`src/rtl/phase_timer_pkg.sv`:
```
// Shared types, default parameters and arithmetic helpers for the phase timer.
package phase_timer_pkg;

    typedef enum logic {
        IDLE = 1'b0,
        RUN  = 1'b1
    } state_t;

    localparam int unsigned PT_WIDTH    = 5;
    localparam int unsigned PT_EXT_STEP = 3;
    localparam int unsigned PT_MAX_EXT  = 10;

    // Unsigned a+b clamped to the largest value representable in 'width' bits.
    function automatic logic [31:0] sat_add(
        input logic [31:0] a,
        input logic [31:0] b,
        input int unsigned width
    );
        logic [32:0] sum;
        logic [32:0] lim;
        sum = {1'b0, a} + {1'b0, b};
        lim = (33'd1 << width) - 33'd1;
        return (sum > lim) ? lim[31:0] : sum[31:0];
    endfunction

endpackage

```
`src/rtl/phase_timer_if.sv`:
```
// Control/status bundle between the phase FSM (master) and a phase timer (slave).
interface phase_timer_if #(
    parameter int unsigned WIDTH = phase_timer_pkg::PT_WIDTH
);
    logic             load;
    logic [WIDTH-1:0] load_data;
    logic             tick;
    logic             hold;
    logic             extend;
    logic [WIDTH-1:0] count;
    logic             running;
    logic             done;
    logic [WIDTH-1:0] ext_total;

    modport master (
        output load, load_data, tick, hold, extend,
        input  count, running, done, ext_total
    );

    modport slave (
        input  load, load_data, tick, hold, extend,
        output count, running, done, ext_total
    );
endinterface

```
`src/rtl/phase_timer_ext_budget.sv`:
```
// Combinational green-extension grant: min(EXT_STEP, remaining budget) when requested.
module ext_budget
    import phase_timer_pkg::*;
#(
    parameter int unsigned WIDTH    = PT_WIDTH,
    parameter int unsigned EXT_STEP = PT_EXT_STEP,
    parameter int unsigned MAX_EXT  = PT_MAX_EXT
) (
    input  logic             i_extend,
    input  logic [WIDTH-1:0] i_ext_total,
    output logic [WIDTH-1:0] o_grant
);

    logic [31:0] w_room;
    logic [31:0] w_step;

    always_comb begin
        w_room  = (MAX_EXT > 32'(i_ext_total)) ? (MAX_EXT - 32'(i_ext_total)) : 32'd0;
        w_step  = (w_room < EXT_STEP) ? w_room : EXT_STEP;
        o_grant = i_extend ? WIDTH'(w_step) : '0;
    end

endmodule

```
`src/rtl/phase_timer.sv`:
```
// Loadable tick-driven down-counter for one traffic phase, with hold and bounded extension.
module phase_timer
    import phase_timer_pkg::*;
#(
    parameter int unsigned WIDTH    = PT_WIDTH,
    parameter int unsigned EXT_STEP = PT_EXT_STEP,
    parameter int unsigned MAX_EXT  = PT_MAX_EXT
) (
    input logic         clk,
    input logic         rst,
    phase_timer_if.slave bus
);

    state_t           r_state;
    logic [WIDTH-1:0] r_count;
    logic [WIDTH-1:0] r_ext_total;
    logic             r_running;
    logic             r_done;

    logic [WIDTH-1:0] w_grant;
    logic [WIDTH-1:0] w_next;
    logic             w_dec;

    ext_budget #(
        .WIDTH   (WIDTH),
        .EXT_STEP(EXT_STEP),
        .MAX_EXT (MAX_EXT)
    ) u_ext_budget (
        .i_extend   (bus.extend),
        .i_ext_total(r_ext_total),
        .o_grant    (w_grant)
    );

    assign w_dec = bus.tick & ~bus.hold;

    // r_count >= 1 throughout RUN, so decrementing first cannot underflow and
    // saturating afterwards equals saturating count+grant-tick as a whole.
    assign w_next = WIDTH'(sat_add(32'(r_count) - 32'(w_dec), 32'(w_grant), WIDTH));

    always_ff @(posedge clk) begin
        if (rst) begin
            r_state     <= IDLE;
            r_count     <= '0;
            r_ext_total <= '0;
            r_running   <= 1'b0;
            r_done      <= 1'b0;
        end else begin
            r_done <= 1'b0;
            if (bus.load) begin
                r_ext_total <= '0;
                r_count     <= bus.load_data;
                if (bus.load_data != '0) begin
                    r_state   <= RUN;
                    r_running <= 1'b1;
                end else begin
                    r_state   <= IDLE;
                    r_running <= 1'b0;
                    r_done    <= 1'b1;
                end
            end else begin
                case (r_state)
                    IDLE: begin
                        r_running <= 1'b0;
                    end
                    RUN: begin
                        r_ext_total <= r_ext_total + w_grant;
                        r_count     <= w_next;
                        if (w_next == '0) begin
                            r_state   <= IDLE;
                            r_running <= 1'b0;
                            r_done    <= 1'b1;
                        end
                    end
                    default: begin
                        r_state   <= IDLE;
                        r_running <= 1'b0;
                    end
                endcase
            end
        end
    end

    assign bus.count     = r_count;
    assign bus.running   = r_running;
    assign bus.done      = r_done;
    assign bus.ext_total = r_ext_total;

endmodule

```
`src/flat_wrapper.sv`:
```
// flat-port wrapper written by rule: the top's interface ports become plain ports
module phase_timer_flat import phase_timer_pkg::*;
#(
    parameter int unsigned WIDTH    = PT_WIDTH,
    parameter int unsigned EXT_STEP = PT_EXT_STEP,
    parameter int unsigned MAX_EXT  = PT_MAX_EXT
)
  (clk, rst, bus_load, bus_load_data, bus_tick, bus_hold, bus_extend, bus_count, bus_running, bus_done, bus_ext_total);
  phase_timer_if #(.WIDTH(WIDTH)) bus_i ();
  input logic clk;
  input logic rst;
  input wire logic [$bits(bus_i.load)-1:0] bus_load;
  input wire logic [$bits(bus_i.load_data)-1:0] bus_load_data;
  input wire logic [$bits(bus_i.tick)-1:0] bus_tick;
  input wire logic [$bits(bus_i.hold)-1:0] bus_hold;
  input wire logic [$bits(bus_i.extend)-1:0] bus_extend;
  output wire logic [$bits(bus_i.count)-1:0] bus_count;
  output wire logic [$bits(bus_i.running)-1:0] bus_running;
  output wire logic [$bits(bus_i.done)-1:0] bus_done;
  output wire logic [$bits(bus_i.ext_total)-1:0] bus_ext_total;
  assign bus_i.load = bus_load;
  assign bus_i.load_data = bus_load_data;
  assign bus_i.tick = bus_tick;
  assign bus_i.hold = bus_hold;
  assign bus_i.extend = bus_extend;
  assign bus_count = bus_i.count;
  assign bus_running = bus_i.running;
  assign bus_done = bus_i.done;
  assign bus_ext_total = bus_i.ext_total;
  phase_timer #(.WIDTH(WIDTH), .EXT_STEP(EXT_STEP), .MAX_EXT(MAX_EXT)) u_core (.clk(clk), .rst(rst), .bus(bus_i));
endmodule
```
`config.mk`:
```
export PLATFORM = sky130hd
export DESIGN_NAME = phase_timer_flat
export DESIGN_NICKNAME = d
export VERILOG_FILES = /design/src/rtl/phase_timer_pkg.sv /design/src/rtl/phase_timer_if.sv /design/src/rtl/phase_timer_ext_budget.sv /design/src/rtl/phase_timer.sv /design/src/flat_wrapper.sv
export SDC_FILE = /design/constraint.sdc
export NUM_CORES = 1
export LEC_CHECK = 0
export ABC_CLOCK_PERIOD_IN_PS = 4420
export CORE_MARGIN = 2
export CORE_UTILIZATION = 45
export DETAILED_ROUTE_END_ITERATION = 10
export MAX_ROUTING_LAYER = met4
export PLACE_DENSITY = 0.7
export SLEW_MARGIN = 20
export SYNTH_ARGS = -nofsm -noshare
export SYNTH_HDL_FRONTEND = slang
export SYNTH_SLANG_ARGS = --single-unit
export TNS_END_PERCENT = 20
```
`constraint.sdc`:
```
create_clock -name clk -period 4.42 [get_ports clk]
set_clock_uncertainty 0.05 [all_clocks]
set_input_delay 0.884 -clock clk [delete_from_list [all_inputs] [get_ports clk]]
set_output_delay 0.884 -clock clk [all_outputs]
set_load 0.1 [all_outputs]
```
-- Word-level counts from Yosys, hierarchy flattened
Cells that the tools add are included.
- memories kept: 0
- bits in latches: 0
- memory bits (read-only): 0
- input port bits: 11
- register bits: 13
- bits in writable memories: 0
- logic and storage cells: 37
- $lt $le $gt $ge: 3
- add/sub/neg operators: 4
- bitwise gates (word level): 3
- eq/ne operators: 1
- reductions and logical operators: 4
- mux-type cells: 17
- multipliers: 0
- shifts and indexed selects: 0
- divide/modulo/power cells: 0
- operators by type and width (kind ; number):
    adder 32 x 5 -> 33 bit ; 1
    > comparator 33 x 5 -> 1 bit, second input constant ; 1
    < comparator 32 x 2 -> 1 bit, second input constant ; 1
    2-to-1 mux 32 bit ; 1
    2-to-1 mux 5 bit ; 5
    2-to-1 mux 1 bit ; 10
    subtractor 4 x 5 -> 6 bit, first input constant ; 1
    subtractor 5 x 1 -> 6 bit ; 1
    adder 5 bit ; 1
    > comparator 4 x 5 -> 1 bit, first input constant ; 1
    zero test 5 bit ; 1
    nonzero test 5 bit ; 1
    inequality test 3 bit, second input constant ; 1
    NOT 1 bit ; 2
    one-hot mux 1 bit (2 select lines) ; 1
    nonzero test 2 bit ; 1
    OR reduction 2 bit ; 1
    bitwise AND 1 bit ; 1

-- Depth between registers and ports, before layout
- depth after elaboration: 12
- depth in mapped cells: 17
- mapped depth without buffers: 17

-- Modules after synthesis
A second synthesis with hierarchy kept.
- cells, all modules: 157
- area, all modules: 1311.3 sq um
- by module, submodules not included (module ; cells an instance ; times used ; area each (sq um)):
    phase_timer ; 139 ; 1 ; 1187.4
    ext_budget ; 18 ; 1 ; 123.9

-- Worst setup path after synthesis
No wires, ideal clock.
- path kind: flip-flop to flip-flop
- start point: register u_core.r_ext_total[0] (netlist: u_core.bus.ext_total[0])
- end point: register u_core.r_done (netlist: u_core.bus.done)
- slack: -155 ps
- data required time: 4299 ps
- data arrival time: 4454 ps
- period minus slack after synthesis: 4575 ps
- setup time: 71 ps
- stages on the path, launching flop included: 17
- cells stage by stage: dfxtp_1 inv_1 ha_1 o31ai_1 nand3b_1 nor2_1 ha_1 fa_1 a211oi_1 nor3b_2 o21ai_1 ha_1 or4_4 nor4_4 nand4_4 or4_1 a21oi_1
- cells in the longest elaborated chain, start to end: 12
- elaborated cells on any way between the ends: 13
- classes of those cells: add/sub: 2; order compare: 3; mux: 7; reduce/logical: 1
- ends and longest elaborated chain (item ; RTL line ; text):
    start: declaration ; phase_timer.sv:16 ; logic [WIDTH-1:0] r_ext_total;
    start signal: assignment ; phase_timer.sv:66 ; r_ext_total <= r_ext_total + w_grant;
    subtractor 4 x 5 -> 6 bit or > comparator 4 x 5 -> 1 bit (tied branches) ; phase_timer_ext_budget.sv:18 ; w_room = (MAX_EXT > 32'(i_ext_total)) ? (MAX_EXT - 32'(i_ext_total)) : 32'd0;
    2-to-1 mux 32 bit (*) ; phase_timer_ext_budget.sv:18 ;
    < comparator 32 x 2 -> 1 bit ; phase_timer_ext_budget.sv:19 ; w_step = (w_room < EXT_STEP) ? w_room : EXT_STEP;
    2-to-1 mux 5 bit (*) ; phase_timer_ext_budget.sv:19 ;
    2-to-1 mux 5 bit (*) ; phase_timer_ext_budget.sv:20 ; o_grant = i_extend ? WIDTH'(w_step) : '0;
    adder 32 x 5 -> 33 bit (*) ; phase_timer_pkg.sv:21 ; sum = {1'b0, a} + {1'b0, b};
    > comparator 33 x 5 -> 1 bit ; phase_timer_pkg.sv:23 ; return (sum > lim) ? lim[31:0] : sum[31:0];
    2-to-1 mux 5 bit (*) ; phase_timer_pkg.sv:23 ;
    zero test 5 bit (*) ; phase_timer.sv:68 ; if (w_next == '0) begin
    2-to-1 mux 1 bit (*) ; phase_timer.sv:68 ;
    2-to-1 mux 1 bit (*) ; phase_timer.sv:61 ; case (r_state)
    2-to-1 mux 1 bit (*) ; phase_timer.sv:49 ; if (bus.load) begin
    end signal: assignment ; phase_timer.sv:46 ; r_done <= 1'b0;
    end signal: assignment ; phase_timer.sv:48 ; r_done <= 1'b0;
    end signal: assignment ; phase_timer.sv:71 ; r_done <= 1'b1;
    end: declaration ; phase_timer.sv:18 ; logic r_done;
Mark *: on every way between the ends. The rest lies on a longest branch, timed or not.
A chain may end at the register's enable or synchronous reset.

-- Worst setup path after layout
- start point: input port bus_extend
- end point: register u_core.r_done (netlist: u_core.bus.done)
- cells in the longest elaborated chain, start to end: 8
- ends and longest elaborated chain (item ; RTL line ; text):
    start: declaration ; flat_wrapper.sv:16 ; input wire logic [$bits(bus_i.extend)-1:0] bus_extend;
    2-to-1 mux 5 bit (*) ; phase_timer_ext_budget.sv:20 ;
    adder 32 x 5 -> 33 bit (*) ; phase_timer_pkg.sv:21 ;
    > comparator 33 x 5 -> 1 bit ; phase_timer_pkg.sv:23 ;
    2-to-1 mux 5 bit (*) ; phase_timer_pkg.sv:23 ;
    zero test 5 bit (*) ; phase_timer.sv:68 ;
    2-to-1 mux 1 bit (*) ; phase_timer.sv:68 ;
    2-to-1 mux 1 bit (*) ; phase_timer.sv:61 ;
    2-to-1 mux 1 bit (*) ; phase_timer.sv:49 ;
Marked as above.

==> results.toml <==
[setup_path]
cpPeakStageDelay_ns = 0.55
r2r-end = "u_core.bus.done"
cpMaxStageDelayCell = "or4_4"
setup.worst_path.start = "bus_extend"
worst-path-stages = 14
critPathCaptureType = "flip-flop"
cp_num_buf_inv = 1
cpLargestDelayFamily = "simple AND/OR/NAND/NOR gates"
path_cells = "clkdlybuf4s50_1 > nand3b_1 > nor2_2 > ha_1 > fa_1 > a211oi_2 > nor3b_2 > o21ai_1 > ha_1 > or4_4 > nor4_4 > nand4_4 > or4_4 > a21oi_2"
cp_max_fo = 4
crit_path_end = "u_core.bus.done"
worst-endpoint-arrival_ns = 4.34
ff2ff_path_depth = 16
startpoint_type = "primary input"
worst-setup-path-type = "primary input to flip-flop"
r2r_slack_ns = 0.43
rr_startpoint = "u_core.bus.ext_total[0]"
cp.required_ns = 4.57

[layout]
fin_util_pct = 64.75
fin_cells = 223
fin_area_sq_mm = 0.001785
drive_gt1_share_pct = 21.88
n_antenna_cell = 0
fin_nets = 228
syn_to_final_growth_pct = 36.29

[floorplan]
die_x_um = 57.96
ios = 23
num_rows = 19
dieArea_sq_mm = 0.003359
core_area_sq_mm = 0.002758
die_h_um = 57.96
start_util_pct = 47.50

[sta]
max_slew_margin_pct = 35.23
post-route-period-util_pct = 94.70
fin_crit_ns = 4.186
finalMaxSlewViolations = 0
setup_violations = 0
tightest_slew_ns = 0.9685
clock.fmax_ghz = 0.2389
finalHoldViolations = 0

[yosys]
syn_area_per_cell_sq_um = 8.562
synth_cells = 153
synth-seq-area-share_pct = 19.87
yosysTopAreaCellShare_pct = 21.01
synth_edf_count = 0
netlist_top_cells_count = "ha_1 (22), a21oi_1 (16), dfxtp_1 (13), nor2_1 (13), inv_1 (10)"
yosysUniqueCellTypes = 38
syn_area_sq_mm = 0.001310
yosysWarnings = 0
yosysMostFrequentCell = "ha_1"
yosysTopAreaCell = "ha_1"
synth-seq-cells = 13
synthArstFlopShare_pct = 0
synth_ff_type = "dfxtp_1"
synth.area.top_cells = "ha_1 (21%), dfxtp_1 (20%), a21oi_1 (6.1%)"

[outcome]
status = "completed"

[power]
seq_power_share_pct = 30.3
power.share.clock_pct = 16.2
p_leak_uw = 0.0007663
power_density_mw_per_mm2 = 249.3
switching_share_pct = 41.10
internal_power_uw = 262.1
peakVddDrop_mv = 0.1834
p_sw_uw = 182.9
p_comb_share_pct = 53.6

[job]
drv_cap = 0

[clocking]
cts_root_buf = "clkbuf_4"
tritoncts = "done"
clk_pin_slew_ns = 0.08
clock-sinks = 13
cts_buffer_depth = 2
cts_htree_levels = 1
numCtsBuffers = 3
worst_skew_pair.late_latency_ns = 0.27

[placed_design]
hpwl_um = 2345
gp_congestion = 0.8325
io_buffers = 22
placed_cells = 216
place_area_sq_mm = 0.001647

[global_routing]
track_usage_pct = 18.59
grt_max_degree = 20
grt_pass1_vias = 1146
grt-ovfl-total = 0
grt_pass1_wl_um = 4705
antenna_found_initial = 0

[worst_hold_path]
min_path_cells = 2
hold_class = "flip-flop to flip-flop"

[routing]
detail_route.wl_per_cell_um = 13.39
first_iter_violations = 24
vias_per_cell = 5.484
vias = 1223
dr.pass1.iters = 4
drtAntennaViolNets = 0
postRouteWirelength_um = 2985
post-route-drc-count = 0
## cell type report
cell class / instances / area (sq um)
multi-input cells: 130 / 1097
flip-flops and latches: 13 / 262.8
well taps: 31 / 38.79
fillers: 248 / 972.2
repair buffers: 35 / 322.8
clock buffers: 4 / 26.28
inverters: 10 / 37.54
## layout by cell type (no fill, tap or decap), types with 2 or more instances in the layout
cell             instances
ha_4                     2
clkbuf_4                 3
nor2_2                   2
clkdlybuf4s50_1         20
nor3_1                   7
or4_4                    2
ha_1                    19
nand2b_4                 2
nand2b_1                 3
nor2b_1                  2
buf_4                   13
mux2i_1                  3
dfxtp_1                 11
xor2_1                   4
o21ai_1                  6
nor2_1                  11
o31ai_1                  6
xnor2_1                  4
nor3b_1                  3
conb_1                   5
a21oi_1                 13
inv_1                   10
nor3b_2                  2
dfxtp_2                  2
nand2_1                  7
dlymetal6s2s_1           2
fa_1                     2
nand3b_1                 2
o21a_1                   2
a21oi_2                  3
## state kept, by name, indices dropped and copies added, names as in the netlist
signal and count:
u_core.r_state 1, u_core.bus.count 5, u_core.bus.running 1, u_core.bus.done 1, u_core.bus.ext_total 5
## worst min path at each step
stage | from | endpoint | slack, ns
6_report | u_core.bus.running | u_core.bus.running | 0.41
5_1_grt | u_core.bus.running | u_core.bus.running | 0.43
4_1_cts | u_core.bus.running | u_core.bus.running | 0.41
3_5_place_dp | u_core.bus.running | u_core.bus.running | 0.40
3_3_place_gp | u_core.bus.running | u_core.bus.running | 0.40
2_1_floorplan | u_core.r_state | u_core.bus.done | 0.53
## logic make-up (layout without fill, tap and decap cells)
family | after synthesis | after routing | synth area share (%)
other cells | 1 | 5 | 0.2863
flops | 13 | 13 | 19.87
xor+xnor | 8 | 8 | 5.348
fa+ha+maj | 24 | 24 | 24.07
mux | 3 | 3 | 2.292
buf+inv | 14 | 49 | 4.012
compound gates | 36 | 36 | 16.81
simple gates | 54 | 54 | 27.32
## worst register-to-register path: stages, from the launching register on
cell,delay [ns]
dfxtp_2,0.40
inv_1,0.06
ha_1,0.19
o31ai_1,0.20
nand3b_1,0.15
nor2_2,0.15
ha_1,0.20
fa_1,0.25
a211oi_2,0.10
nor3b_2,0.27
o21ai_1,0.12
ha_1,0.19
or4_4,0.54
nor4_4,0.27
nand4_4,0.12
or4_4,0.55
a21oi_2,0.13
## power by group through the flow
| stage | clock network [uW] | registers, uW | logic [uW] |
|---|---|---|---|
| floorplan | 0 | 176 | 117 |
| global placement | 0 | 137 | 213 |
| detailed placement | 0 | 137 | 216 |
| CTS | 75.3 | 135 | 219 |
| global route | 79.4 | 136 | 259 |
| finish | 72.0 | 135 | 238 |
## repair_timing
action,4_1_cts,5_1_grt
setup buffers,0,3
endpoints found under the setup margin,1,8
gates resized for setup,1,19
pin swaps,0,14
hold buffers,0,0
## per-stage QoR
| step | TNS, ns | total power, uW | hold slack (ns) | setup slack [ns] |
|---|---|---|---|---|
| floorplan | 0 | 292.6 | 0.5270 | 0.1576 |
| detailed placement | -1.498 | 353.0 | 0.3976 | -0.2500 |
| global route | -0.02364 | 474.2 | 0.4308 | -0.02364 |
| global placement | -0.7596 | 349.5 | 0.3995 | -0.1274 |
| CTS | 0 | 429.1 | 0.4106 | 0.01403 |
| finish | 0 | 445.1 | 0.4060 | 0.2341 |
## metal layers
layer	up-vias	global-route usage (%)	wire length [um]
met5	-	-	0
met4	0	5.980	17
met3	2	2.902	94
met2	20	33.12	1564
met1	575	21.15	1308
li1	626	-	-
No activity file was read; power rests on OpenSTA's default activity.
